<file path="src/rtl/seq_mul_32.sv">
// Iterative 32x32 unsigned shift-and-add multiplier that borrows an external
// 32-bit combinational adder; one partial product per cycle, 64-bit result.
module seq_mul_32 (
    input  logic        clk,
    input  logic        rst_n,
    input  logic        in_valid,
    output logic        in_ready,
    input  logic [31:0] a,
    input  logic [31:0] b,
    output logic        out_valid,
    input  logic        out_ready,
    output logic [63:0] product,
    output logic [31:0] add_a,
    output logic [31:0] add_b,
    input  logic [31:0] add_sum,
    input  logic        add_cout
);

    localparam int unsigned WIDTH  = 32;
    localparam int unsigned CNT_W  = 5;
    localparam int unsigned PROD_W = 2 * WIDTH;
    localparam logic [CNT_W-1:0] LAST_ITER = CNT_W'(WIDTH - 1);

    typedef enum logic [1:0] {
        IDLE = 2'd0,
        RUN  = 2'd1,
        DONE = 2'd2
    } state_t;

    state_t             state_q;
    state_t             state_d;
    logic [WIDTH-1:0]   m_q;
    logic [WIDTH-1:0]   h_q;
    logic [WIDTH-1:0]   q_q;
    logic [CNT_W-1:0]   cnt_q;

    logic               load;
    logic               step;
    logic               finish;
    logic [WIDTH-1:0]   h_next;
    logic [WIDTH-1:0]   q_next;

    // Next-state and control decode; handshake outputs follow the next state
    // so they can be registered alongside it.
    always_comb begin
        state_d = state_q;
        load    = 1'b0;
        step    = 1'b0;
        finish  = 1'b0;
        unique case (state_q)
            IDLE: begin
                if (in_valid) begin
                    state_d = RUN;
                    load    = 1'b1;
                end
            end
            RUN: begin
                step = 1'b1;
                if (cnt_q == LAST_ITER) begin
                    state_d = DONE;
                    finish  = 1'b1;
                end
            end
            DONE: begin
                if (out_ready) begin
                    state_d = IDLE;
                end
            end
            default: begin
                state_d = IDLE;
            end
        endcase
    end

    // Adder operands are only live during RUN so the shared adder sees zeros otherwise.
    always_comb begin
        add_a = '0;
        add_b = '0;
        if (state_q == RUN) begin
            add_a = h_q;
            add_b = q_q[0] ? m_q : '0;
        end
    end

    // Carry-out becomes the new MSB of H; the sum LSB shifts into the top of Q.
    always_comb begin
        h_next = {add_cout, add_sum[WIDTH-1:1]};
        q_next = {add_sum[0], q_q[WIDTH-1:1]};
    end

    always_ff @(posedge clk or negedge rst_n) begin
        if (!rst_n) begin
            state_q   <= IDLE;
            in_ready  <= 1'b1;
            out_valid <= 1'b0;
            m_q       <= '0;
            h_q       <= '0;
            q_q       <= '0;
            cnt_q     <= '0;
            product   <= '0;
        end else begin
            state_q   <= state_d;
            in_ready  <= (state_d == IDLE);
            out_valid <= (state_d == DONE);
            if (load) begin
                m_q   <= a;
                q_q   <= b;
                h_q   <= '0;
                cnt_q <= '0;
            end
            if (step) begin
                h_q   <= h_next;
                q_q   <= q_next;
                cnt_q <= cnt_q + CNT_W'(1);
            end
            if (finish) begin
                product <= PROD_W'({h_next, q_next});
            end
        end
    end

endmodule

</file>
<file path="config.mk">
export PLATFORM = sky130hd
export DESIGN_NAME = seq_mul_32
export DESIGN_NICKNAME = d
export VERILOG_FILES = /design/src/rtl/seq_mul_32.sv
export SDC_FILE = /design/constraint.sdc
export NUM_CORES = 1
export LEC_CHECK = 0
export BUFFER_PORTS_ARGS = -buffer_cell sky130_fd_sc_hd__buf_4
export CAP_MARGIN = 5
export CORE_AREA = 4 4 125 127
export DETAILED_ROUTE_END_ITERATION = 10
export DIE_AREA = 0 0 129 131
export PLACE_DENSITY = 0.77
export SETUP_SLACK_MARGIN = 0.2
export SLEW_MARGIN = 10
export SYNTH_ARGS = -nofsm -noshare
export SYNTH_HDL_FRONTEND = slang
export SYNTH_SLANG_ARGS = --single-unit
</file>
<file path="constraint.sdc">
create_clock -name clk -period 1.9 [get_ports clk]
set_input_delay 0.095 -clock clk [delete_from_list [all_inputs] [get_ports clk]]
set_output_delay 0.095 -clock clk [all_outputs]
set_load 0.01 [all_outputs]
</file>
==> results.yml <==
detailed_routing:
  wire_per_inst_um: 20.6
  wl_mm: 23.4
  vias: 6123
  drt_pre_antenna_iters: 5
  ant_nets: 0
  drtIter0Drc: 529
  drt_drc_violations_left: 0
  vias_per_cell: 5.39
yosys:
  synth_area_leaders: "dfrtp_1, mux2_4, nand2_1, mux2_2, o21ai_0"
  synth_xor_area_share_pct: 0
  synth_area_mm2: 0.00733
  netlist.area_leader.share_pct: 57.3
  yosys_warnings: 0
  avgSynthCellArea_um2: 12.3
  async_flop_share_pct: 100
  synth_cells: 598
  synth_adder_area_share_pct: 0.341
  synthMuxAreaShare_pct: 18.1
  synth_simple_gate_area_share_pct: 11.7
  synthFlopType: "dfrtp_1"
  ys_ff_latch: 169
  synth.distinct_cells: 25
  ys_seq_area_share_pct: 57.7
  synth_commonest_cells: "dfrtp_1, nand2_1, o21ai_0"
  synth_top_family_by_area: "multiplexers"
  synth-edff-count: 0
  synth_compound_area_share_pct: 8.34
  syn_nets: 701
  synth_top_area_cell: "dfrtp_1"
  synth_most_common_cell: "dfrtp_1"
job:
  drv_cap: 0
power_and_ir_drop:
  p_comb_share_pct: 40.3
  seqPwrFrac_pct: 37.8
  ir_drop_uv: 840
  power_density_mw_per_mm2: 1450
  p_total_mw: 16.5
  internal_power_mw: 11.1
  p_leak_nw: 5.64
  switchingPower_mw: 5.41
  swShare_pct: 32.7
  power.share.clock_pct: 21.9
critical_path:
  r2r_end: "product[20]"
  rr_worst_depth: 6
  r2r_slack_ns: 0.15
  cp-start-kind: "flop"
  crit_type: "flop to flop"
  cp_max_fo: 25
  crit_arrival_ns: 2.07
  endpoint_kind: "flop"
  r2r-start: "cnt_q[0]"
  worstPathRequired_ns: 2.21
global_routing:
  grt_max_degree: 48
  met2_usage_pct: 45.6
  met3_usage_pct: 6.63
  use_met1_pct: 32.1
  gr-max-usage-layer: "met2"
  grtUsageTotal_pct: 26.4
  antenna_found_initial: 0
  grt_pass1_vias: 6420
  grt-ovfl-total: 0
  grt_pass1_wl_mm: 34.4
sta:
  fin_skew_ns: 0.0136
  final_max_slew_viol_count: 0
  setup_slack_ns: 0.148
  relSlewSlack_pct: 64.6
  setup_violations: 0
  fin_crit_sh_pct: 92.2
  fmax_ghz: 0.571
  tightest_slew_ns: 0.532
  hold_viol_final: 0
  finalCriticalPeriod_ns: 1.75
  grt_setup_unrepaired: "true"
  tns_ns: 0
final_layout:
  fillers: 817
  area_growth_pct: 55.0
  nets: 1043
  antennaDiodeCount: 0
  layout-drive-gt1-share_pct: 43.7
  final_cells: 1137
clock_tree:
  htree_levels: 4
  cts.root.buffer_cell: "clkbuf_16"
  clk-insertion-delay-late_ns: 0.43
  cts_tree: "built"
  cts_sinks: 169
  cts_buffers: 17
  clk_path_buf_depth: 2
  clk_pin_slew_ns: 0.07
placement:
  pre_cts_ws_ns: 0.127
  placedCellCount: 983
  routabilityCongestion: 0.781
  port_buffers: 230
  hpwlAfterDp_mm: 13.0
floorplan:
  num_io_pins: 231
  dieWidth_um: 129
  core_mm2: 0.0144
  start_util_pct: 50.9
  die_h_um: 131
  rows: 44
  dieArea_mm2: 0.0169
hold_path:
  hold_class: "primary input to flop"
  hold_path_depth: 3
  min_to: "q_q[31]"
  hold_start: "b[31]"
run_status:
  status: "finished clean"
==> critical path, stage by stage (launching register included) <==
cell and delay [ns]:
dfrtp_1 0.39, ha_2 0.20, and3_4 0.18, ha_4 0.17, nand2_8 0.12, buf_16 0.22
mux2_4 0.34
==> kinds of logic after synthesis <==
group,after synthesis
AOI/OAI and AO/OA,103
adders and majority gates,2
buffers and inverters,47
DFF,169
muxes,97
and+or+nand+nor,180
==> power groups by stage <==
stage          Sequential (mW)  Combinational, mW  Clock (mW)
3_5_place_dp              6.16               5.82           0
5_1_grt                   6.43               7.10        3.81
4_1_cts                   6.14               6.32        3.64
2_1_floorplan             6.14               3.02           0
6_report                  6.26               6.66        3.62
3_3_place_gp              6.07               5.66           0
==> per-layer routing <==
metal	share of wire (%)	wire [µm]
met1	39	9100
met2	52	12300
met3	6.2	1460
met4	2.5	580
met5	0	0
==> state kept, by name, summed over array words and instances (netlist names) <==
register	flops
product	64
h_q	32
m_q	32
q_q	32
cnt_q	5
state_q	2
in_ready	1
out_valid	1
==> cell type report <==
class                      count  area, µm²  area share [%]
clock buffer                  19        443            3.90
clock inverter                13        168            1.47
tap                          184        230            2.03
sequential                   169       4230            37.2
timing repair buffer         370       3370            29.7
multi-input combinational    382       2920            25.7
==> per-stage QoR <==
stage,hold WS [ns],utilization [%],area (µm²)
2_1_floorplan,-0.201,-,7360
3_3_place_gp,0.0656,64.3,9280
3_5_place_dp,0.0728,64.3,9280
4_1_cts,0.000740,77.2,11100
5_1_grt,0.0478,78.8,11400
6_report,0.0155,78.8,11400
==> cell usage in the layout (no fill, tap or decap), types with 3 or more instances in the layout <==
cell | Yosys | final
mux2_4 | 63 | 69
and3_1 | 33 | 27
and2_1 | 33 | 33
inv_6 | 0 | 3
a22oi_1 | 32 | 32
dfrtp_1 | 168 | 166
buf_6 | 7 | 7
buf_16 | 0 | 4
clkinv_2 | 0 | 3
clkbuf_16 | 0 | 21
bufinv_16 | 0 | 3
o21ai_0 | 67 | 67
dlygate4sd3_1 | 0 | 98
buf_12 | 2 | 12
and3_4 | 0 | 6
buf_4 | 1 | 244
nand2_1 | 106 | 105
mux2_2 | 34 | 28
==> repair_timing <==
item,in CTS,in global routing
resized for setup,14,15
buffers inserted,10,3
cloned,4,7
hold buffers,98,0
setup endpoints to repair,122,152
pin swaps,0,2
hold endpoints to repair,173,0
==> how the worst max path moves through the flow <==
stage,from,to,slack [ns],cells after the start
after global routing,state_q[1],add_b[4],0.10,5
final,cnt_q[0],product[20],0.15,6
after global placement,cnt_q[0],product[7],0.17,6
after detailed placement,cnt_q[0],product[45],0.13,6
after floorplan,cnt_q[0],product[0],0.20,7
after CTS,cnt_q[1],product[7],0.16,6
(Power assumes the default switching activity.)
